[src/rtl/ula_multiciclo_if.sv]
// Request/response bundle between the datapath control and the sequential ALU.
// The master drives start/op/a/b; the ALU answers with busy, a done pulse and the registered results.
interface ula_multiciclo_if #(
    parameter int WIDTH = 32
);
    // Handshake: a request is taken on a rising edge where start=1 and busy=0. a/b/op are
    // sampled only on that edge. done pulses for one cycle when the results become valid,
    // and the results then hold until the next done.
    logic             start;
    logic [3:0]       op;
    logic [WIDTH-1:0] a;
    logic [WIDTH-1:0] b;
    logic             busy;
    logic             done;
    logic [WIDTH-1:0] saida;
    logic [WIDTH-1:0] saida_hi;
    logic             zero;
    logic             overflow;
    logic             div_zero;
    logic             illegal;

    modport master (
        output start, op, a, b,
        input  busy, done, saida, saida_hi, zero, overflow, div_zero, illegal
    );

    modport slave (
        input  start, op, a, b,
        output busy, done, saida, saida_hi, zero, overflow, div_zero, illegal
    );
endinterface

[src/rtl/ula_multiciclo.sv]
// Sequential WIDTH-bit ALU with a start/done handshake. Define ULA_MULDIV_EN to build the
// iterative MULU (shift-add) and DIVU (restoring) paths; without it those opcodes are illegal.
module ula_multiciclo #(
    parameter int WIDTH = 32
) (
    input  logic                 clk,
    input  logic                 rst_n,
    ula_multiciclo_if.slave      bus,
    output logic [1:0]           state_dbg
);
    localparam int SHAMT_W = $clog2(WIDTH);

    localparam logic [3:0] OP_AND  = 4'b0000;
    localparam logic [3:0] OP_OR   = 4'b0001;
    localparam logic [3:0] OP_ADD  = 4'b0010;
    localparam logic [3:0] OP_SUB  = 4'b0011;
    localparam logic [3:0] OP_NOR  = 4'b0100;
    localparam logic [3:0] OP_XOR  = 4'b0101;
    localparam logic [3:0] OP_SLTU = 4'b0110;
    localparam logic [3:0] OP_SLT  = 4'b0111;
    localparam logic [3:0] OP_SLL  = 4'b1000;
    localparam logic [3:0] OP_SRL  = 4'b1001;
    localparam logic [3:0] OP_SRA  = 4'b1010;

    typedef enum logic [1:0] {
        IDLE = 2'd0,
        MUL  = 2'd1,
        DIV  = 2'd2
    } state_t;

    state_t           state;
    logic             done_q;
    logic [WIDTH-1:0] saida_q;
    logic             zero_q;
    logic             ov_q;
    logic             dz_q;
    logic             ill_q;

    logic [WIDTH-1:0]   sum;
    logic [WIDTH-1:0]   dif;
    logic [SHAMT_W-1:0] sh;
    logic [WIDTH-1:0]   comb_res;
    logic               comb_ov;
    logic               comb_ill;

    always_comb begin
        sum      = bus.a + bus.b;
        dif      = bus.a - bus.b;
        sh       = bus.b[SHAMT_W-1:0];
        comb_res = '0;
        comb_ov  = 1'b0;
        comb_ill = 1'b0;
        case (bus.op)
            OP_AND:  comb_res = bus.a & bus.b;
            OP_OR:   comb_res = bus.a | bus.b;
            OP_ADD: begin
                comb_res = sum;
                comb_ov  = (bus.a[WIDTH-1] == bus.b[WIDTH-1]) && (sum[WIDTH-1] != bus.a[WIDTH-1]);
            end
            OP_SUB: begin
                comb_res = dif;
                comb_ov  = (bus.a[WIDTH-1] != bus.b[WIDTH-1]) && (dif[WIDTH-1] != bus.a[WIDTH-1]);
            end
            OP_NOR:  comb_res = ~(bus.a | bus.b);
            OP_XOR:  comb_res = bus.a ^ bus.b;
            OP_SLTU: comb_res = {{(WIDTH-1){1'b0}}, (bus.a < bus.b)};
            // Direct signed compare, so the result stays right when a-b would overflow.
            OP_SLT:  comb_res = {{(WIDTH-1){1'b0}}, ($signed(bus.a) < $signed(bus.b))};
            OP_SLL:  comb_res = bus.a << sh;
            OP_SRL:  comb_res = bus.a >> sh;
            OP_SRA:  comb_res = $signed(bus.a) >>> sh;
            default: comb_ill = 1'b1;
        endcase
    end

`ifdef ULA_MULDIV_EN
    localparam logic [3:0] OP_MULU = 4'b1100;
    localparam logic [3:0] OP_DIVU = 4'b1101;
    localparam int         CNT_W   = $clog2(WIDTH) + 1;

    logic [CNT_W-1:0] cnt;
    logic [WIDTH-1:0] operand;   // multiplicand or divisor, frozen for the whole operation
    logic [WIDTH-1:0] acc_hi;    // partial product high half / running remainder
    logic [WIDTH-1:0] acc_lo;    // multiplier being shifted out / quotient being shifted in
    logic [WIDTH-1:0] saida_hi_q;

    logic [WIDTH:0]   mul_sum;
    logic [WIDTH-1:0] mul_hi_n;
    logic [WIDTH-1:0] mul_lo_n;
    logic [WIDTH:0]   div_shift;
    logic [WIDTH:0]   div_diff;
    logic [WIDTH-1:0] div_hi_n;
    logic [WIDTH-1:0] div_lo_n;

    always_comb begin
        mul_sum   = {1'b0, acc_hi} + (acc_lo[0] ? {1'b0, operand} : '0);
        mul_hi_n  = mul_sum[WIDTH:1];
        mul_lo_n  = {mul_sum[0], acc_lo[WIDTH-1:1]};
        div_shift = {acc_hi, acc_lo[WIDTH-1]};
        div_diff  = div_shift - {1'b0, operand};
        if (!div_diff[WIDTH]) begin
            div_hi_n = div_diff[WIDTH-1:0];
            div_lo_n = {acc_lo[WIDTH-2:0], 1'b1};
        end else begin
            div_hi_n = div_shift[WIDTH-1:0];
            div_lo_n = {acc_lo[WIDTH-2:0], 1'b0};
        end
    end
`endif

    always_ff @(posedge clk or negedge rst_n) begin
        if (!rst_n) begin
            state   <= IDLE;
            done_q  <= 1'b0;
            saida_q <= '0;
            zero_q  <= 1'b1;
            ov_q    <= 1'b0;
            dz_q    <= 1'b0;
            ill_q   <= 1'b0;
`ifdef ULA_MULDIV_EN
            cnt        <= '0;
            operand    <= '0;
            acc_hi     <= '0;
            acc_lo     <= '0;
            saida_hi_q <= '0;
`endif
        end else begin
            done_q <= 1'b0;
            case (state)
                IDLE: if (bus.start) begin
`ifdef ULA_MULDIV_EN
                    if (bus.op == OP_MULU) begin
                        state   <= MUL;
                        cnt     <= CNT_W'(WIDTH);
                        operand <= bus.a;
                        acc_hi  <= '0;
                        acc_lo  <= bus.b;
                    end else if (bus.op == OP_DIVU && bus.b != '0) begin
                        state   <= DIV;
                        cnt     <= CNT_W'(WIDTH);
                        operand <= bus.b;
                        acc_hi  <= '0;
                        acc_lo  <= bus.a;
                    end else if (bus.op == OP_DIVU) begin
                        saida_q    <= '1;
                        saida_hi_q <= bus.a;
                        zero_q     <= 1'b0;
                        ov_q       <= 1'b0;
                        dz_q       <= 1'b1;
                        ill_q      <= 1'b0;
                        done_q     <= 1'b1;
                    end else
`endif
                    begin
                        saida_q <= comb_res;
`ifdef ULA_MULDIV_EN
                        saida_hi_q <= '0;
`endif
                        zero_q  <= (comb_res == '0);
                        ov_q    <= comb_ov;
                        dz_q    <= 1'b0;
                        ill_q   <= comb_ill;
                        done_q  <= 1'b1;
                    end
                end
`ifdef ULA_MULDIV_EN
                MUL: begin
                    acc_hi <= mul_hi_n;
                    acc_lo <= mul_lo_n;
                    cnt    <= cnt - 1'b1;
                    // Last iteration publishes the freshly computed step, not the stale accumulator.
                    if (cnt == CNT_W'(1)) begin
                        state      <= IDLE;
                        saida_q    <= mul_lo_n;
                        saida_hi_q <= mul_hi_n;
                        zero_q     <= (mul_lo_n == '0);
                        ov_q       <= 1'b0;
                        dz_q       <= 1'b0;
                        ill_q      <= 1'b0;
                        done_q     <= 1'b1;
                    end
                end
                DIV: begin
                    acc_hi <= div_hi_n;
                    acc_lo <= div_lo_n;
                    cnt    <= cnt - 1'b1;
                    if (cnt == CNT_W'(1)) begin
                        state      <= IDLE;
                        saida_q    <= div_lo_n;
                        saida_hi_q <= div_hi_n;
                        zero_q     <= (div_lo_n == '0);
                        ov_q       <= 1'b0;
                        dz_q       <= 1'b0;
                        ill_q      <= 1'b0;
                        done_q     <= 1'b1;
                    end
                end
`endif
                default: state <= IDLE;
            endcase
        end
    end

`ifdef ULA_MULDIV_EN
    assign bus.busy     = (state != IDLE);
    assign bus.saida_hi = saida_hi_q;
`else
    assign bus.busy     = 1'b0;
    assign bus.saida_hi = '0;
`endif
    assign bus.done     = done_q;
    assign bus.saida    = saida_q;
    assign bus.zero     = zero_q;
    assign bus.overflow = ov_q;
    assign bus.div_zero = dz_q;
    assign bus.illegal  = ill_q;
    assign state_dbg    = state;
endmodule

[src/flat_wrapper.sv]
// flat-port wrapper written by rule: the top's interface ports become plain ports
module ula_multiciclo_flat 
#(
    parameter int WIDTH = 32
)
  (clk, rst_n, state_dbg, bus_start, bus_op, bus_a, bus_b, bus_busy, bus_done, bus_saida, bus_saida_hi, bus_zero, bus_overflow, bus_div_zero, bus_illegal);
  ula_multiciclo_if #(.WIDTH(WIDTH)) bus_i ();
  input  logic clk;
  input  logic rst_n;
  output logic [1:0] state_dbg;
  input wire logic [$bits(bus_i.start)-1:0] bus_start;
  input wire logic [$bits(bus_i.op)-1:0] bus_op;
  input wire logic [$bits(bus_i.a)-1:0] bus_a;
  input wire logic [$bits(bus_i.b)-1:0] bus_b;
  output wire logic [$bits(bus_i.busy)-1:0] bus_busy;
  output wire logic [$bits(bus_i.done)-1:0] bus_done;
  output wire logic [$bits(bus_i.saida)-1:0] bus_saida;
  output wire logic [$bits(bus_i.saida_hi)-1:0] bus_saida_hi;
  output wire logic [$bits(bus_i.zero)-1:0] bus_zero;
  output wire logic [$bits(bus_i.overflow)-1:0] bus_overflow;
  output wire logic [$bits(bus_i.div_zero)-1:0] bus_div_zero;
  output wire logic [$bits(bus_i.illegal)-1:0] bus_illegal;
  assign bus_i.start = bus_start;
  assign bus_i.op = bus_op;
  assign bus_i.a = bus_a;
  assign bus_i.b = bus_b;
  assign bus_busy = bus_i.busy;
  assign bus_done = bus_i.done;
  assign bus_saida = bus_i.saida;
  assign bus_saida_hi = bus_i.saida_hi;
  assign bus_zero = bus_i.zero;
  assign bus_overflow = bus_i.overflow;
  assign bus_div_zero = bus_i.div_zero;
  assign bus_illegal = bus_i.illegal;
  ula_multiciclo #(.WIDTH(WIDTH)) u_core (.clk(clk), .rst_n(rst_n), .bus(bus_i), .state_dbg(state_dbg));
endmodule
[config.mk]
export PLATFORM = sky130hd
export DESIGN_NAME = ula_multiciclo_flat
export DESIGN_NICKNAME = d
export VERILOG_FILES = /design/src/rtl/ula_multiciclo_if.sv /design/src/rtl/ula_multiciclo.sv /design/src/flat_wrapper.sv
export SDC_FILE = /design/constraint.sdc
export NUM_CORES = 1
export LEC_CHECK = 0
export CORE_AREA = 2 2 206 208
export CTS_CLUSTER_DIAMETER = 50
export CTS_CLUSTER_SIZE = 8
export DETAILED_ROUTE_END_ITERATION = 16
export DIE_AREA = 0 0 208 210
export GPL_ROUTABILITY_DRIVEN = 1
export GPL_TIMING_DRIVEN = 0
export SYNTH_ARGS = -nofsm -noshare
export SYNTH_HDL_FRONTEND = slang
export SYNTH_SLANG_ARGS = --single-unit
[constraint.sdc]
create_clock -name clk -period 0.97 [get_ports clk]
set_clock_uncertainty 0.05 [all_clocks]
set_input_delay 0.097 -clock clk [delete_from_list [all_inputs] [get_ports clk]]
set_output_delay 0.097 -clock clk [all_outputs]
set_load 0.01 [all_outputs]
# After elaboration in Yosys (flattened, before gate mapping)

Cells that the tools add are included.

Bits in registers: 36

Equality and inequality tests: 14
$add $sub $neg: 2
Shift operators: 3
Bitwise logic cells: 4
$lt $le $gt $ge: 2
Muxes and demuxes: 4
Reduce and logical (&&, ||, !) cells: 5

Operators by type and width:

| cell               | number |
|---|---|
| $pmux 32 s11       | 1 |
| $lt 32x32->1       | 2 |
| $add 32x32->32     | 1 |
| $and 32x32->32     | 1 |
| $logic_not 32->1   | 1 |
| $not 32->32        | 1 |
| $or 32x32->32      | 1 |
| $shl 32x5->32      | 1 |
| $shr 32x5->32      | 1 |
| $sshr 32x5->32     | 1 |
| $sub 32x32->32     | 1 |
| $xor 32x32->32     | 1 |
| $eq 4x3->1 const B | 4 |
| $eq 4x4->1 const B | 3 |
| $reduce_or 11->1   | 1 |
| $eq 4x2->1 const B | 2 |
| $eq 4x1->1 const B | 1 |
| $logic_not 4->1    | 1 |
| $ne 1x1->1         | 3 |
| $logic_and 1x1->1  | 2 |
| $mux 1             | 2 |
| $pmux 1 s2         | 1 |
| $eq 1x1->1         | 1 |

# Logic depth before layout (Yosys ltp)

Gate-level depths: netlist (run 1).

Depth after elaboration: 4
Gate-level depth with buffers: 18
Depth with buffers taken out: 14

# Worst setup path after synthesis (run 1)

Ideal clock, no wire load.

Path kind: input to register
Start: input bus_b[2]
End: register u_core.zero_q, in the netlist u_core.bus.zero
Buffers on the path: 5
Library setup time: 0.062 ns
Slack: -3.059 ns
Arrival time: 3.918 ns
Data required time: 0.858 ns
Stages on the path: 18
Cell sequence: buf_2 buf_2 buf_2 inv_1 clkbuf_1 ha_1 clkbuf_1 nor2b_1 o2111ai_1 a2111oi_0 o21a_1 or2_2 a21oi_1 a2111oi_0 a21oi_1 nand4b_1 nor4_1 a41o_1

Cells in the longest elaborated chain, start to end: 4
Elaborated cells between the ends (all ways): 13
Classes of those cells: 2 x add/sub; 2 x order compare; 3 x shift; 1 x mux; 4 x bitwise; 1 x reduce/logical

RTL lines:

| element                                                                | line                  | text |
|---|---|---|
| start, declared                                                        | flat_wrapper.sv:14    | `input wire logic [$bits(bus_i.b)-1:0] bus_b;` |
| parallel branches: the longest is 2 deep, another holds $sub 32x32->32 | n/a                   |  |
| $pmux 32 s11 *                                                         | ula_multiciclo.sv:53  | `case (bus.op)` |
| $logic_not 32->1 *                                                     | ula_multiciclo.sv:159 | `zero_q <= (comb_res == '0);` |
| end signal, assigned                                                   | ula_multiciclo.sv:159 |  |
| end, declared                                                          | ula_multiciclo.sv:34  | `logic zero_q;` |

Every way passes the cells marked *.
A chain may end at the register's enable or synchronous reset.

# Final worst setup path (run 1)

Same ends and word-level chain as after synthesis.

==> results of run 1 <==
-- worst max-delay path by stage --
stage,from,end,slack (ps)
2_1_floorplan,bus_b[2],u_core.bus.zero,-2220
5_1_grt,bus_b[2],u_core.bus.zero,-2710
3_3_place_gp,bus_b[0],u_core.bus.zero,-5040
6_report,bus_b[2],u_core.bus.zero,-2630
3_5_place_dp,bus_b[0],u_core.bus.zero,-5070
4_1_cts,bus_b[2],u_core.bus.zero,-2710
-- cell type report --
class	count	area, um2
Multi-Input combinational cell	1406	12500
Fill cell	4150	22800
Tap cell	539	674
Timing Repair Buffer	270	2250
Sequential cell	36	902
Clock buffer	8	146
Inverter	99	415
Buffer	171	1750
-- routing by layer --
metal	up-vias	wire, um	global-route usage, %
li1	6880	-	-
met1	7835	31100	44.3
met2	1119	34000	54.5
met3	273	7510	6.32
met4	0	5390	19.3
met5	-	0	0
-- stage by stage --
stage	setup WS, ps	util, %	total power [W]	area, um2
CTS	-2710	43.8	0.0141	18200
detailed placement	-5070	35.5	0.0105	14700
floorplan	-2220	-	0.00704	13000
global route	-2710	44.9	0.0154	18600
finish	-2630	44.9	0.0149	18600
global placement	-5040	35.4	0.0105	14700
-- flip-flops by register name, indices dropped and copies added, names as in the netlist --
name,flops
u_core.bus.illegal,1
u_core.bus.saida,32
u_core.bus.done,1
u_core.bus.overflow,1
u_core.bus.zero,1
-- power breakdown --
| part | switching, W | internal [W] |
|---|---|---|
| Clock | 0.000554 | 0.00102 |
| Sequential | 0.000104 | 0.00172 |
| Combinational | 0.00673 | 0.00472 |
-- kinds of logic (layout without fill, tap and decap cells) --
family,after synthesis,in the layout
AO/OA/AOI/OAI,546,546
XOR/XNOR,21,21
adder cells (fa/ha/maj),108,108
buffers and inverters,276,548
flip-flops,36,36
multiplexers,152,152
other,1,36
AND/OR/NAND/NOR,543,543
-- cell usage after synthesis (all sizes together), types with 16 or more instances --
cell type | instances | share of area [%]
nor2 | 172 | 5.3
a21oi | 137 | 5.6
nand2 | 125 | 3.8
ha | 106 | 11
inv | 97 | 3.0
clkbuf | 90 | 2.8
o21ai | 90 | 3.7
buf | 87 | 4.6
mux2i | 67 | 5.5
mux4 | 46 | 8.5
nand3 | 40 | 1.6
mux2 | 39 | 3.6
nor3 | 36 | 1.5
dfrtp | 35 | 7.1
o211ai | 35 | 2.1
a211oi | 34 | 2.1
nor2b | 30 | 1.5
a31oi | 25 | 1.3
nor4 | 24 | 1.2
nand2b | 21 | 1.1
a22oi | 20 | 1.2
xnor2 | 20 | 1.4
o31ai | 17 | 1.0
a21o | 16 | 0.98
or2 | 16 | 0.82
-- timing repair --
action                                 4_1_cts  5_1_grt
endpoints found under the hold margin       35       35
buffers inserted                           163       31
gates resized for setup                    864       90
pin swaps                                  114       72
setup endpoints to repair                   71       47
-- critical path, stage by stage --
cell       delay [ps]
buf_8             100
buf_12            120
buf_12            110
buf_12            130
inv_12             50
clkbuf_16         140
ha_4              210
buf_12            130
buf_8             120
nor2b_4           130
buf_12            120
o211ai_1          320
a2111oi_4         150
nor3_2            230
xnor2_1           140
a221oi_2          310
nand2_1           150
nor4_4            350
nand3_1           140
nor4_2            300
a41o_1            200
==> results.txt, run 1 <==
outcome = finished, violations left
failing checks = hold timing, setup timing
CP Class = input port to flip-flop
H-tree levels = 2
clock sinks = 36
total wire length = 78000 um
final hold vios = 35
final setup margin = -2630 ps
Syn Std Cell Area = 12300 um2
first-pass GRT wire length = 111000 um
DPL Wire Length = 60400 um
Worst Path Max Fanout = 5
Final Non-Filler Cells = 2529
# diodes = 0
worst skew pair latency = 280 ps
final setup TNS = -66270 ps
Top FF cell, synth = dfrtp_1
R2R depth = 2
R2R setup slack = 50 ps
gr ovfl total = 0
Post-Synth XOR/XNOR Area = 1.50%
Reg-to-Reg Start = u_core.bus.overflow
via count = 16100
maximum VDD drop = 0.457 mV
Worst slew margin = 36.9%
Layout Nets = 2168
Root Buffer = clkbuf_16
Iter 0 DRT Violations = 2316
Initial Util = 29.5%
EDFF count, synth = 0
DIE WIDTH = 208 um
most frequent cells in the layout = 191 x buf_4, 155 x nor2_1, 115 x nand2_1
Leak = 7.66 nW
HP Class = input port to async pin
Tmin final = 3600 ps
Worst setup SP type = input port
adder-cell area share of the yosys netlist = 11.2%
Core Region = 41500 um2
CP arrival = 3770 ps
Avg Inst Size Synth = 7.28 um2
Longest Clk Path Bufs = 2
Num CTS Buffers = 5
Critical Path Sink Type = flip-flop
cell row count = 75
GRT Total Usage = 34.5%
unrepaired setup endpoints after global routing = yes
Clk pin slew, worst setup/hold paths = 50 ps
height of the die = 210 um
WHS = -150 ps
Yosys reg bits = 36
Critical Path RT = 1140 ps
vias in the first global route = 15600
most common cell after layout, fill and taps aside = buf_4
Area Growth Syn to Fin = 52.1%
setup violators final = 36
die area = 43700 um2
worst slew pin tran = 922 ps
YS warnings = 0
layout cells sized above 1 = 40.3%
Yosys cell types = 92
initial antenna violation count = 2
I/O pin count = 143
Cells after DPL = 2363
RR Endpoint = u_core.bus.overflow
Fmax achieved = 278 MHz
Synth Area in Compound Gates = 30.3%
cells after synthesis = 1683
remaining routing DRC violations = 0
CTS tree = done
Pre-antenna DRT Iters = 5
Final Cycle Share = 371%
Maximum Capacitance Violations = 0
pin count of the biggest net entering global routing = 37
main combinational cell family by area after synthesis = compound AO/OA/AOI/OAI gates
Pins Over Slew Limit = 0
Vias/cell = 6.37
post-synthesis sequential area ratio = 7.36%
Synth Area in Simple Gates = 21.7%
RePlAce Congestion = 1.03
port bufs = 105
Routed WL per cell = 30.8 um
pwr/cell area = 797 nW/um2
FFs w/ async S/R, synth = 100%
mux contribution to synthesized area = 17.6%
DRT antenna net count = 0
No activity file was read; power rests on OpenSTA's default activity.
==> run 2, diff against run 1 <==
CELL_PAD_IN_SITES_DETAIL_PLACEMENT = 0   (was unset)
CELL_PAD_IN_SITES_GLOBAL_PLACEMENT = 1   (was unset)
PLACE_DENSITY_LB_ADDON = 0.1   (was unset)
==> results.txt, run 2 (synthesized netlist as in run 1, its figures left out) <==
Core Region = 41500 um2 (unchanged)
Worst Path Max Fanout = 4 (was 5)
final core utilization = 46.0% (was 44.9%)
Longest Clk Path Bufs = 2 (unchanged)
Num CTS Buffers = 5 (unchanged)
R2R depth = 2 (unchanged)
Leak = 7.88 nW (was 7.66 nW)
I/O pin count = 143 (unchanged)
vias in the first global route = 15600 (about the same)
Iter 0 DRT Violations = 1840 (was 2316)
pin count of the biggest net entering global routing = 37 (unchanged)
filler instances = 4193 (was 4150)
CP arrival = 3800 ps (was 3770 ps)
R2R setup slack = 50 ps (about the same)
Routed WL per cell = 32.7 um (was 30.8 um)
clock sinks = 36 (unchanged)
# diodes = 0 (unchanged)
Clk pin slew, worst setup/hold paths = 50 ps (about the same)
port bufs = 105 (unchanged)
gr ovfl total = 0 (unchanged)
height of the die = 210 um (unchanged)
Met3 Wirelength = 8030 um (was 7510 um)
Max Used Layer = met4 (unchanged)
Pre-antenna DRT Iters = 6 (was 5)
CTS tree = done (unchanged)
Initial Util = 29.5% (unchanged)
Worst setup SP type = input port (unchanged)
dpl cell area = 14700 um2 (about the same)
initial antenna violation count = 1 (was 2)
HP Class = input port to async pin (unchanged)
Fmax achieved = 276 MHz (was 278 MHz)
setup violators final = 36 (unchanged)
Worst slew margin = 34.3% (was 36.9%)
metal2 WL = 35800 um (was 34000 um)
cell row count = 75 (unchanged)
Maximum Capacitance Violations = 0 (unchanged)
layout cells sized above 1 = 41.9% (was 40.3%)
Critical Path Sink Type = flip-flop (unchanged)
Area Growth Syn to Fin = 55.8% (was 52.1%)
unrepaired setup endpoints after global routing = yes (unchanged)
GRT Total Usage = 36.9% (was 34.5%)
Total Power = 0.0154 W (was 0.0149 W)
Tmin final = 3630 ps (was 3600 ps)
first-pass GRT wire length = 117000 um (was 111000 um)
Pins Over Slew Limit = 0 (unchanged)
RePlAce Congestion = 0.999 (was 1.03)
pwr/cell area = 807 nW/um2 (was 797 nW/um2)
RR Endpoint = u_core.bus.overflow (unchanged)
CP Class = input port to flip-flop (unchanged)
DPL Wire Length = 64600 um (was 60400 um)
Root Buffer = clkbuf_16 (unchanged)
final setup margin = -2660 ps (was -2630 ps)
final hold vios = 35 (unchanged)
Layout Nets = 2188 (was 2168)
Cells after DPL = 2365 (was 2363)
maximum VDD drop = 0.939 mV (was 0.457 mV)
number of flip-flops in the largest register = 32 (unchanged)
final non-filler cell area = 19100 um2 (was 18600 um2)
Metal-1 WL = 34800 um (was 31100 um)
failing checks = hold timing, setup timing (unchanged)
die area = 43700 um2 (unchanged)
storage element area = 902 um2 (unchanged)
Final Cycle Share = 374% (was 371%)
DIE WIDTH = 208 um (unchanged)
via count = 16100 (about the same)
Final Non-Filler Cells = 2549 (was 2529)
Critical Path RT = 1140 ps (about the same)
outcome = finished, violations left (unchanged)
total wire length = 83300 um (was 78000 um)
WHS = -136 ps (was -150 ps)
area of the multi-input gates = 12700 um2 (was 12500 um2)
H-tree levels = 2 (unchanged)
DRT antenna net count = 0 (unchanged)
remaining routing DRC violations = 0 (unchanged)
Vias/cell = 6.33 (was 6.37)
worst slew pin tran = 982 ps (was 922 ps)
worst skew pair latency = 280 ps (about the same)
Reg-to-Reg Start = u_core.bus.overflow (unchanged)
most frequent cells in the layout = 195 x buf_4, 155 x nor2_1, 114 x nand2_1 (was 191 x buf_4, 155 x nor2_1, 115 x nand2_1)
most common cell after layout, fill and taps aside = buf_4 (unchanged)
run 2: changes by cell type in the layout (fill, tap and decap cells not counted), sizes merged:
cell / previous run / this run
clkdlybuf4s15: 9 / 13
dlygate4sd3: 0 / 1
dlygate4sd2: 22 / 16
buf: 312 / 329
dlymetal6s2s: 0 / 3
clkdlybuf4s18: 0 / 1
run 2: metrics by stage:
step                      setup TNS [ps]  setup slack (ps)
after CTS                         -66460             -2760
after detailed placement         -125630             -5440
after global routing              -69180             -2790
final                             -66630             -2660
after global placement           -166590             -5550
after floorplan                   -54470             -2220
run 2: worst max-delay path, stage by stage:
cell and delay, ps:
buf_8 80, buf_8 120, buf_12 120, clkinvlp_4 100, buf_12 140, buf_8 120, fa_2 420, nor2b_4 200
buf_6 130, o2111ai_4 180, buf_4 200, a21oi_4 160, o22ai_1 110, xnor2_1 200, nor2_1 60, or4_4 460
nor4_4 390, nand3_2 150, nor4_4 150, a41o_1 190
run 2: per-layer routing:
metal / vias up / track usage [%]
li1: 6931 / -
met3: 230 / 7.69
met2: 985 / 56.9
met1: 7995 / 50.2
met5: - / 0
met4: 0 / 14.6
run 2: final cells by class:
class / count / area share, %
multi-input combinational: 1406 / 66.3
timing repair buffer: 292 / 12.9
buffer: 169 / 9.50
sequential: 36 / 4.73
tap: 539 / 3.53
inverter: 99 / 2.21
clock buffer: 8 / 0.819
run 2: worst max path at each step:
stage,from,to,depth (start not counted)
floorplan,bus_b[2],u_core.bus.zero,18
global placement,bus_b[0],u_core.bus.zero,17
detailed placement,bus_b[0],u_core.bus.zero,17
CTS,bus_b[2],u_core.bus.zero,18
global route,bus_b[1],u_core.bus.zero,20
finish,bus_b[1],u_core.bus.zero,20
run 2: repair_timing:
action                                  4_1_cts  5_1_grt
hold endpoints to repair                     35       36
setup buffers                               125       62
gates cloned                                  2        1
gates resized for setup                     805      196
endpoints found under the setup margin       71       57
pin swaps                                    94       82
run 2: where the power goes:
| part | leakage, nW | switching, W | internal, W |
|---|---|---|---|
| registers | 0.429 | 0.000121 | 0.00172 |
| clock network | 0.0772 | 0.000584 | 0.00109 |
| logic | 7.38 | 0.00699 | 0.00490 |
| total | 7.88 | 0.00769 | 0.00771 |
